[config.mk]
export PLATFORM = sky130hd
export DESIGN_NAME = fwd_scoreboard
export DESIGN_NICKNAME = d
export VERILOG_FILES = /design/src/rtl/fwd_scoreboard.sv
export SDC_FILE = /design/constraint.sdc
export NUM_CORES = 1
export LEC_CHECK = 0
export BUFFER_PORTS_ARGS = -buffer_cell sky130_fd_sc_hd__buf_2
export CORE_MARGIN = 3
export CORE_UTILIZATION = 50
export CTS_BUF_LIST = sky130_fd_sc_hd__clkbuf_8
export CTS_CLUSTER_DIAMETER = 60
export DETAILED_ROUTE_END_ITERATION = 7
export PLACE_DENSITY = 0.83
export REMOVE_ABC_BUFFERS = 1
export SYNTH_ARGS = -nofsm -noshare
export SYNTH_HDL_FRONTEND = slang
export SYNTH_SLANG_ARGS = --single-unit
[constraint.sdc]
create_clock -name clk -period 3.05 [get_ports clk]
set_input_delay 0.1525 -clock clk [delete_from_list [all_inputs] [get_ports clk]]
set_output_delay 0.1525 -clock clk [all_outputs]
set_load 0.01 [all_outputs]
[src/rtl/fwd_scoreboard.sv]
// Operand forwarding and hazard scoreboard for an ID/E/M/W pipeline.
// Resolves E-stage operands from M/W results and stalls ID on load-use or pending multi-cycle writes.
module fwd_scoreboard #(
  parameter int XLEN = 32,
  parameter int NSRC = 2,
  parameter int CNTW = 32
) (
  input  logic                 clk,
  input  logic                 rst,
  input  logic                 hold,
  input  logic                 id_valid,
  input  logic [5*NSRC-1:0]    id_rs,
  input  logic [4:0]           id_rd,
  input  logic                 id_regwrite,
  input  logic                 id_is_load,
  input  logic                 id_is_long,
  input  logic [XLEN*NSRC-1:0] e_rs_data,
  input  logic [XLEN-1:0]      m_data,
  input  logic [XLEN-1:0]      w_data,
  input  logic                 long_done,
  input  logic [4:0]           long_rd,
  output logic                 stall_id,
  output logic [2*NSRC-1:0]    fwd_sel,
  output logic [XLEN*NSRC-1:0] e_op_data,
  output logic [31:0]          busy,
  output logic [CNTW-1:0]      stall_cnt
);

  typedef struct packed {
    logic       valid;
    logic [4:0] rd;
    logic       regwrite;
    logic       is_load;
  } tag_t;

  localparam tag_t            TAG_NONE = '{valid: 1'b0, rd: 5'd0, regwrite: 1'b0, is_load: 1'b0};
  localparam logic [CNTW-1:0] CNT_ONE  = {{(CNTW-1){1'b0}}, 1'b1};
  localparam logic [CNTW-1:0] CNT_MAX  = {CNTW{1'b1}};

  tag_t                 e_tag_r;
  tag_t                 m_tag_r;
  tag_t                 w_tag_r;
  tag_t                 id_tag_s;
  logic [5*NSRC-1:0]    e_rs_r;
  logic [31:0]          busy_r;
  logic [31:0]          busy_set_s;
  logic [31:0]          busy_clr_s;
  logic [CNTW-1:0]      stall_cnt_r;
  logic                 hazard_s;
  logic                 stall_s;
  logic                 issue_s;
  logic [2*NSRC-1:0]    fwd_sel_s;
  logic [XLEN*NSRC-1:0] e_op_data_s;

  // allow_load=0 rejects a producer whose load data is not yet available
  function automatic logic tag_hit(input tag_t t, input logic [4:0] r, input logic allow_load);
    return t.valid && t.regwrite && (t.rd == r) && (r != 5'd0) && (allow_load || !t.is_load);
  endfunction

  // ID hazard detection plus scoreboard set/clear vectors
  always_comb begin
    hazard_s = id_regwrite && busy_r[id_rd];
    for (int i = 0; i < NSRC; i++) begin
      hazard_s = hazard_s
               || (e_tag_r.is_load && tag_hit(e_tag_r, id_rs[5*i +: 5], 1'b1))
               || busy_r[id_rs[5*i +: 5]];
    end
    stall_s  = id_valid && hazard_s;
    issue_s  = !hold && id_valid && !hazard_s;
    // Long ops write back outside the pipeline, so they never act as forwarding producers
    id_tag_s = '{valid: 1'b1, rd: id_rd, regwrite: id_regwrite && !id_is_long, is_load: id_is_load};
    busy_set_s = (issue_s && id_is_long && id_regwrite && (id_rd != 5'd0)) ? (32'd1 << id_rd) : 32'd0;
    busy_clr_s = long_done ? (32'd1 << long_rd) : 32'd0;
  end

  // E-stage operand selection, newest producer first
  always_comb begin
    fwd_sel_s   = {(2*NSRC){1'b0}};
    e_op_data_s = e_rs_data;
    for (int i = 0; i < NSRC; i++) begin
      if (tag_hit(m_tag_r, e_rs_r[5*i +: 5], 1'b0)) begin
        fwd_sel_s[2*i +: 2]         = 2'd1;
        e_op_data_s[XLEN*i +: XLEN] = m_data;
      end else if (tag_hit(w_tag_r, e_rs_r[5*i +: 5], 1'b1)) begin
        fwd_sel_s[2*i +: 2]         = 2'd2;
        e_op_data_s[XLEN*i +: XLEN] = w_data;
      end else begin
        fwd_sel_s[2*i +: 2]         = 2'd0;
        e_op_data_s[XLEN*i +: XLEN] = e_rs_data[XLEN*i +: XLEN];
      end
    end
  end

  // Pipeline tag shift; a stalled or empty ID slot enters E as a bubble
  always_ff @(posedge clk) begin
    if (rst) begin
      e_tag_r <= TAG_NONE;
      m_tag_r <= TAG_NONE;
      w_tag_r <= TAG_NONE;
      e_rs_r  <= {(5*NSRC){1'b0}};
    end else if (!hold) begin
      w_tag_r <= m_tag_r;
      m_tag_r <= e_tag_r;
      if (issue_s) begin
        e_tag_r <= id_tag_s;
        e_rs_r  <= id_rs;
      end else begin
        e_tag_r <= TAG_NONE;
        e_rs_r  <= {(5*NSRC){1'b0}};
      end
    end
  end

  // Long-op scoreboard; completions retire even while the pipeline is frozen
  always_ff @(posedge clk) begin
    if (rst) begin
      busy_r <= 32'd0;
    end else begin
      busy_r <= ((busy_r & ~busy_clr_s) | busy_set_s) & 32'hFFFF_FFFE;
    end
  end

  // Saturating count of cycles where ID is held by a hazard
  always_ff @(posedge clk) begin
    if (rst) begin
      stall_cnt_r <= {CNTW{1'b0}};
    end else if (stall_s && !hold && (stall_cnt_r != CNT_MAX)) begin
      stall_cnt_r <= stall_cnt_r + CNT_ONE;
    end
  end

  assign stall_id  = stall_s;
  assign fwd_sel   = fwd_sel_s;
  assign e_op_data = e_op_data_s;
  assign busy      = busy_r;
  assign stall_cnt = stall_cnt_r;

endmodule

Word level (Yosys, flattened, before mapping)
Cells that the tools add are included.
{"block": "word_totals", "ff_bits": 97, "input_bits": 156, "word_cells": 91}
{"block": "op_classes", "magnitude_cmp": 3, "n_addsub": 1, "bitwise_logic": 3, "eq_ne": 7, "n_mux": 18, "reduce_logical": 42, "shift": 2}
{"op": "2-to-1 mux 32 bit", "n": 6}
{"op": "<< shifter 1 x 5 -> 32 bit (first input constant)", "n": 2}
{"op": "adder 32 x 1 -> 32 bit (second input constant)", "n": 1}
{"op": "AND 32 bit", "n": 1}
{"op": "inequality test 32 bit (second input constant)", "n": 1}
{"op": "inverter 32 bit", "n": 1}
{"op": "OR 32 bit", "n": 1}
{"op": "equality test 5 bit", "n": 6}
{"op": "logical AND 1 bit", "n": 29}
{"op": "nonzero test 5 bit", "n": 5}
{"op": "less-than comparator 5 x 6 -> 1 bit (second input constant)", "n": 3}
{"op": "binary-select mux 1 bit (select 5 bit)", "n": 3}
{"op": "2-to-1 mux 10 bit", "n": 1}
{"op": "2-to-1 mux 2 bit", "n": 4}
{"op": "2-to-1 mux 8 bit", "n": 1}
{"op": "logical NOT 1 bit", "n": 4}
{"op": "logical OR 1 bit", "n": 4}
{"op": "2-to-1 mux 1 bit", "n": 3}

Depth between registers and ports, before layout
Gate-level depths: netlist (run 1).
{"block": "logic_depth", "ltp_word": 15, "ltp_mapped": 11, "mapped_depth_nobuf": 7}

Worst setup path before layout (run 1)
No wires, ideal clock.
{"block": "synth_path", "path_type": "input-to-reg", "start": "input id_rs[5]", "end": "register stall_cnt_r[9], in the netlist stall_cnt[9]", "path_stages": 10, "setup_slack_ns": 0.356, "arrival_time_ns": 2.580, "setup_time_ns": 0.115, "cell_sequence": "buf_4 mux4_2 mux4_2 and2_0 a41o_1 o31ai_4 buf_4 buf_4 nor4_1 o21a_1"}
{"block": "synth_via", "elab_chain_cells": 9}
{"item": "start: declaration", "line_no": "12", "text": "input logic [5*NSRC-1:0] id_rs,"}
{"item": "parallel branches: the longest is 5 deep, another holds binary-select mux 1 bit (select 5 bit)"}
{"item": "logical OR 1 bit (*)", "line_no": "66", "text": "|| busy_r[id_rs[5*i +: 5]];"}
{"item": "logical AND 1 bit (*)", "line_no": "68", "text": "stall_s = id_valid && hazard_s;"}
{"item": "logical AND 1 bit (*) (2 in series)", "line_no": "127", "text": "end else if (stall_s && !hold && (stall_cnt_r != CNT_MAX)) begin"}
{"item": "end signal: assignment", "line_no": "126", "text": "stall_cnt_r <= {CNTW{1'b0}};"}
{"item": "end signal: assignment", "line_no": "128", "text": "stall_cnt_r <= stall_cnt_r + CNT_ONE;"}
{"item": "end: declaration", "line_no": "48", "text": "logic [CNTW-1:0] stall_cnt_r;"}
Mark *: on every way between the ends. The select of a mux whose other input is x is not followed.
A chain may end at the register's enable or synchronous reset.

Worst setup path in the final report (run 1)
{"block": "layout_path", "start": "register busy_r[26], in the netlist busy[26]", "end": "output stall_id"}
{"block": "layout_via", "elab_chain_cells": 8}
{"item": "start: declaration", "line_no": "45", "text": "logic [31:0] busy_r;"}
{"item": "start signal: assignment", "line_no": "119", "text": "busy_r <= ((busy_r & ~busy_clr_s) | busy_set_s) & 32'hFFFF_FFFE;"}
{"item": "binary-select mux 1 bit (select 5 bit)", "line_no": "62", "text": "hazard_s = id_regwrite && busy_r[id_rd];"}
{"item": "2-to-1 mux 1 bit (implied by the code)", "line_no": "62"}
{"item": "logical AND 1 bit", "line_no": "62"}
{"item": "logical OR 1 bit", "line_no": "65", "text": "|| (e_tag_r.is_load && tag_hit(e_tag_r, id_rs[5*i +: 5], 1'b1))"}
{"item": "logical OR 1 bit", "line_no": "66"}
{"item": "logical OR 1 bit", "line_no": "65"}
{"item": "logical OR 1 bit (*)", "line_no": "66"}
{"item": "logical AND 1 bit (*)", "line_no": "68"}
{"item": "end: declaration", "line_no": "22", "text": "output logic stall_id,"}
Mark *: on every way between the ends. The rest lies on a longest branch, timed or not. The select of a mux whose other input is x is not followed.

==> flow_summary.ini, run 1 <==
[synth]
yosysSeqAreaShare = 0.287
syn_inst = 812
synth_edf_count = 0
synth_compound_gate_area_share = 0.194
syn_area_mm2 = 0.00670
synthAdderAreaFrac = 0.00187
synth-simple-area-share = 0.231
synthMuxAreaShare = 0.204
synth-xor-area-share = 0.0379
synthFlopType = dfxtp_1
synth_top_family_by_area = simple AND/OR/NAND/NOR gates
synth_largest_area_cell = dfxtp_1
yosysTopAreaCellShare = 0.287
yosysWarnings = 0
synth.distinct_cells = 59
synthArstFlopShare = 0
synth-seq-cells = 96
ys_top_cells_by_area = dfxtp_1 29%, mux2i_1 15%, o21ai_0 5.8%
synth_area_per_cell_um2 = 8.25

[run]
cap_viol_max_count = 0

[placement]
portBuffers = 287
pre_cts_slack_ns = 0.101
placement.cell_area_mm2 = 0.00826
dp_hpwl_mm = 18.1
gp_congestion = 0.973

[cts]
clkSlewWorstSetupHoldPaths_ns = 0.09
cts_inserted_buffers = 9
htreeDepth = 3
worstSkewPairLatency_ns = 0.37
root_buffer = clkbuf_8
cts_tree = yes
cts.path.max_buffers = 2
cts_num_sinks = 96
cts_resized = 0

[floorplanning]
pin_count = 289
fp.dieW_um = 122
rows = 41
core-area_mm2 = 0.0129
start_util = 0.520
die_area_mm2 = 0.0148
dieHeight_um = 122

[grt]
antenna_found_initial = 6
grt_usage = 0.298
grt_max_degree = 67
grt-ovfl-total = 0
grt_pass1_wl_mm = 35.6
grt_pass1_vias = 6903

[critical_path]
crit_family = multiplexers
worstReg2RegEnd = busy[3]
r2r_setup_slack_ns = 0.21
path_cells = mux4_2 > mux4_2 > and2_0 > a41o_1 > nor3_1 > nor2b_1 > buf_2
cpMaxStageDelayCell = mux4_2
end_kind = primary output
criticalPathCategory = flip-flop to primary output
critical_path_buf_inv_count = 1
cp_slowest_stage_delay_ns = 0.48
cp-startpoint = busy[26]
worstReg2RegStart = busy[26]
reg2reg_depth = 7
crit_path_max_fanout = 5
crit_end = stall_id
cp.arrival_ns = 2.71
start_kind = flip-flop
worst_ep_required_time_ns = 2.90
crit_top_cell = mux4_2
worst-path-stages = 7

[finish]
nets = 1222
multi_input_area_mm2 = 0.00451
final_area_mm2 = 0.00843
ff_latch_area_mm2 = 0.00192
fillCellCount = 1104
drive_above_1_share = 0.326
syn2layout_area_growth_pct = 25.9

[sta]
finalCritPeriodShare = 0.937
relSlewSlack = 0.273
clock.fmax_ghz = 0.350
min_period_ns = 2.86
finalHoldViolCount = 0
setup_ws_ns = 0.191
worst_slew_pin_slew_ns = 1.09
rsz0062_at_grt = no
drv_slew = 0
setup_viol = 0
fin_worst_skew_ns = 0.00982
timing.setup.tns_ns = 0

[routing]
viasPerCell = 6.06
dr_total_vias = 7551
dr.first_iter.drc_count = 534
remaining_drc_errors = 0
ant_nets = 0
drt_pass1_iterations = 5
wirelength_mm = 23.3
wl_per_cell_um = 18.7

[pwr]
ir_worst_vdd_mv = 0.252
pwr_density_cell_mw_per_mm2 = 292
cellLeakagePower_nw = 3.40

[min_path]
hp-class = primary input to flip-flop

[run_status]
status = complete, no violations
-- cell usage after synthesis (2+ instances only) --
library cell and count:
or3_1 4, or4_1 24, nand4b_4 2, a21oi_1 31, xor2_1 11, a22o_1 17
nor2b_1 17, o211ai_1 13, mux2_2 4, or3b_2 3, a41o_1 3, o31ai_1 22
o21ai_1 23, mux4_2 15, xnor2_1 18, nand3_1 42, a22oi_1 3, o21ai_0 78
buf_1 6, and2_1 4, nand2b_1 3, nand4_1 16, nand2_1 100, o41ai_1 2
a211oi_1 2, and3_1 10, mux2i_1 98, nand4b_1 3, nor3_1 7, nor2_1 33
inv_1 7, nor4_1 8, clkbuf_1 43, dfxtp_1 96, nor3b_1 4, buf_2 5
o311ai_0 6, buf_4 8
-- state kept, by name, summed over array words and instances (netlist names) --
signal	cells
m_tag_r	8
busy	31
w_tag_r	7
e_tag_r	8
e_rs_r	10
stall_cnt	32
-- layer usage --
layer / up-vias / wire length [um] / GRT usage
met5: - / 22 / 0
met4: 4 / 770 / 0.142
met3: 66 / 2230 / 0.0720
met2: 410 / 11500 / 0.512
met1: 3510 / 8700 / 0.349
li1: 3561 / - / -
-- cells in the final DEF (no fill, tap or decap), types with 3 or more instances in the layout --
master and count:
nand3_1 42, nor2_1 32, or4_1 24, nor4_2 4, xnor2_1 18, nand4b_1 3, a21oi_1 31, mux4_2 15
dfxtp_1 96, nor3b_1 4, nor2b_1 17, xor2_1 11, o21ai_1 23, and3_1 10, or3_1 4, a22oi_1 3
diode_2 5, o21ai_0 78, or3b_2 3, o31ai_1 22, a41o_1 3, mux2_2 4, nand4_1 16, clkbuf_8 9
o311ai_0 6, a22o_1 17, nand2_1 100, inv_1 10, nand2b_1 3, nor4_1 4, nor3_1 7, and2_1 4
buf_2 287, buf_4 14, mux2i_1 98, o211ai_1 13
-- power by group --
group	switching (W)	total, W	internal [W]
Clock	0.000434	0.000716	0.000282
Combinational	0.000262	0.000466	0.000203
Sequential	0.0000173	0.00128	0.00126
-- stage by stage --
stage          hold WS (ns)  power [W]  cells   util
3_5_place_dp          0.378    0.00177   1225  0.641
4_1_cts              0.0354    0.00247   1241  0.654
6_report             0.0438    0.00246   1246  0.655
2_1_floorplan         0.222    0.00149    750      -
5_1_grt              0.0679    0.00255   1245  0.655
3_3_place_gp          0.373    0.00176   1225  0.641
-- final cells by class --
| cell class | count | area share |
|---|---|---|
| Timing Repair Buffer | 304 | 0.189 |
| Tap cell | 172 | 0.0255 |
| Multi-Input combinational cell | 646 | 0.534 |
| Sequential cell | 96 | 0.228 |
| Antenna cell | 5 | 0.00148 |
| Clock buffer | 9 | 0.0147 |
| Inverter | 8 | 0.00356 |
| Clock inverter | 6 | 0.00371 |
-- how the worst min path moves through the flow --
stage | start | to | slack, ns | cells past startpoint
final | rst | stall_cnt[15] | 0.04 | 2
after global routing | rst | stall_cnt[15] | 0.07 | 2
after CTS | rst | stall_cnt[15] | 0.04 | 2
after detailed placement | id_is_load | e_tag_r[0] | 0.38 | 2
after global placement | id_is_load | e_tag_r[0] | 0.37 | 2
after floorplan | rst | e_tag_r[7] | 0.22 | 1
-- kinds of logic after synthesis --
logic type	after synthesis
AOI/OAI and AO/OA	209
adders and majority gates	1
buffers and inverters	70
muxes	117
DFF	96
other	1
and+or+nand+nor	289
xor gates and xnor gates	29
-- timing repair --
item                                   4_1_cts  5_1_grt
setup buffers                                0        0
endpoints found under the hold margin        1        0
hold buffers                                 1        0
No activity file was read; power rests on OpenSTA's default activity.
==> inputs of run 2 (changes only) <==
--- a/config.mk
+++ b/config.mk
@@ -11,6 +11,7 @@
 export CTS_BUF_LIST = sky130_fd_sc_hd__clkbuf_8
 export CTS_CLUSTER_DIAMETER = 60
 export DETAILED_ROUTE_END_ITERATION = 7
+export MAX_ROUTING_LAYER = met4
 export PLACE_DENSITY = 0.83
 export REMOVE_ABC_BUFFERS = 1
 export SYNTH_ARGS = -nofsm -noshare
==> flow_summary.ini, run 2 (synthesized netlist as in run 1, its figures left out) <==
[routing]
wl_per_cell_um = 18.9
ant_nets = 0
remaining_drc_errors = 0
dr_total_vias = 7494
dr.first_iter.drc_count = 590
wirelength_mm = 23.5
viasPerCell = 6.03
drt_pass1_iterations = 5

[critical_path]
crit_end = stall_id
start_kind = flip-flop
worst_ep_required_time_ns = 2.90
cp-startpoint = busy[31]
cpMaxStageDelayCell = mux4_2
reg2reg_depth = 8
crit_top_cell = mux4_2
path_cells = mux4_2 > mux4_2 > and2_0 > a41o_1 > nor3_1 > nor2b_1 > buf_2
worstReg2RegEnd = busy[9]
r2r_setup_slack_ns = 0.20
cp.arrival_ns = 2.71
crit_path_max_fanout = 5
end_kind = primary output
cp_slowest_stage_delay_ns = 0.48
worstReg2RegStart = busy[31]
criticalPathCategory = flip-flop to primary output

[sta]
rsz0062_at_grt = no
worst_slew_pin_slew_ns = 1.10
min_period_ns = 2.86
finalCritPeriodShare = 0.938
fin_hold_ws_ns = 0.0164
finalHoldViolCount = 0
relSlewSlack = 0.263
drv_slew = 0
fin_worst_skew_ns = 0.0114
timing.setup.tns_ns = 0
setup_ws_ns = 0.189
setup_viol = 0
clock.fmax_ghz = 0.350

[cts]
cts_hold_buf = 0
cts_tree = yes
htreeDepth = 3
worstSkewPairLatency_ns = 0.37
cts_num_sinks = 96
clkSlewWorstSetupHoldPaths_ns = 0.10
cts_inserted_buffers = 9
post_cts_buffers = 0
cts_resized = 0
cts.path.max_buffers = 2
root_buffer = clkbuf_8

[finish]
syn2layout_area_growth_pct = 26.3
final_area_mm2 = 0.00846
drive_above_1_share = 0.329
final_common_cell = buf_2
nets = 1219
final_util = 0.657
fillCellCount = 1100
mostFrequentLayoutCells = 287 x buf_2, 100 x nand2_1, 98 x mux2i_1, 96 x dfxtp_1, 78 x o21ai_0
largest_reg_flops = 32

[pwr]
cellLeakagePower_nw = 3.41
ir_worst_vdd_mv = 0.308
pwr_density_cell_mw_per_mm2 = 311

[grt]
grt_max_degree = 67
grt-ovfl-total = 0
antenna_found_initial = 4
grt_pass1_vias = 6876
globalRouteMet1Util = 0.356
grt_pass1_wl_mm = 35.6
grtUsageMet2 = 0.502
grt_busiest_layer = met2
met3_usage = 0.0710
grt_usage = 0.306

[floorplanning]
start_util = 0.520
die_area_mm2 = 0.0148
core-area_mm2 = 0.0129
rows = 41
dieHeight_um = 122
fp.dieW_um = 122
pin_count = 289

[run_status]
status = complete, no violations

[placement]
pre_cts_slack_ns = 0.0760
dp_hpwl_mm = 18.2
gp_congestion = 0.999
portBuffers = 287
placement.cell_area_mm2 = 0.00824

[run]
cap_viol_max_count = 0

[min_path]
hp-class = primary input to flip-flop
run 2: cell count changes in the layout (fill, tap and decap cells not counted), sizes merged:
cell         before  now
buf             303  301
bufinv            0    1
clkbuf            9   10
diode             5    4
dlygate4sd3       1    0
inv              10    9
run 2: stage by stage:
stage	total power, W	std cells
floorplan	0.00149	750
global placement	0.00176	1223
detailed placement	0.00177	1223
CTS	0.00264	1239
global route	0.00273	1243
finish	0.00264	1243
run 2: layer usage:
metal / vias up / part of all wire
met4: 0 / 0.039
met3: 75 / 0.086
met2: 388 / 0.49
met1: 3480 / 0.38
met5: - / 0
li1: 3551 / -
run 2: report_power, final:
part	leakage, nW	internal (W)	switching (W)	total (W)
Sequential	0.774	0.00126	0.0000175	0.00128
Clock	0.101	0.000411	0.000476	0.000887
Combinational	2.53	0.000201	0.000264	0.000465
Total	3.41	0.00188	0.000758	0.00264
run 2: area by class of cell:
cell class              count  area, um^2  share of cell area
well taps                 172         215              0.0254
diodes                      4        10.0             0.00118
multi-input cells         646        4510               0.533
repair buffers            301        1570               0.185
clock inverters             6        73.8             0.00872
flip-flops and latches     96        1920               0.227
inverters                   8        30.0             0.00355
clock buffers              10         138              0.0163
run 2: worst min path at each step:
stage | endpoint | slack, ns | cells after the start | startpoint
2_1_floorplan | e_tag_r[7] | 0.22 | 1 | rst
3_3_place_gp | e_tag_r[0] | 0.37 | 2 | id_is_load
3_5_place_dp | e_tag_r[0] | 0.40 | 2 | id_is_load
4_1_cts | e_tag_r[0] | 0.003 | 2 | id_is_load
5_1_grt | e_tag_r[0] | 0.01 | 2 | id_is_load
6_report | e_tag_r[0] | 0.02 | 2 | id_is_load
run 2: worst max-delay path, delay by kind of cell (launching register included):
kind | cells | cell delay (ns)
buffers and inverters | 1 | 0.16
DFF | 1 | 0.37
and+or+nand+nor | 3 | 0.59
AOI/OAI and AO/OA | 1 | 0.28
muxes | 2 | 0.94
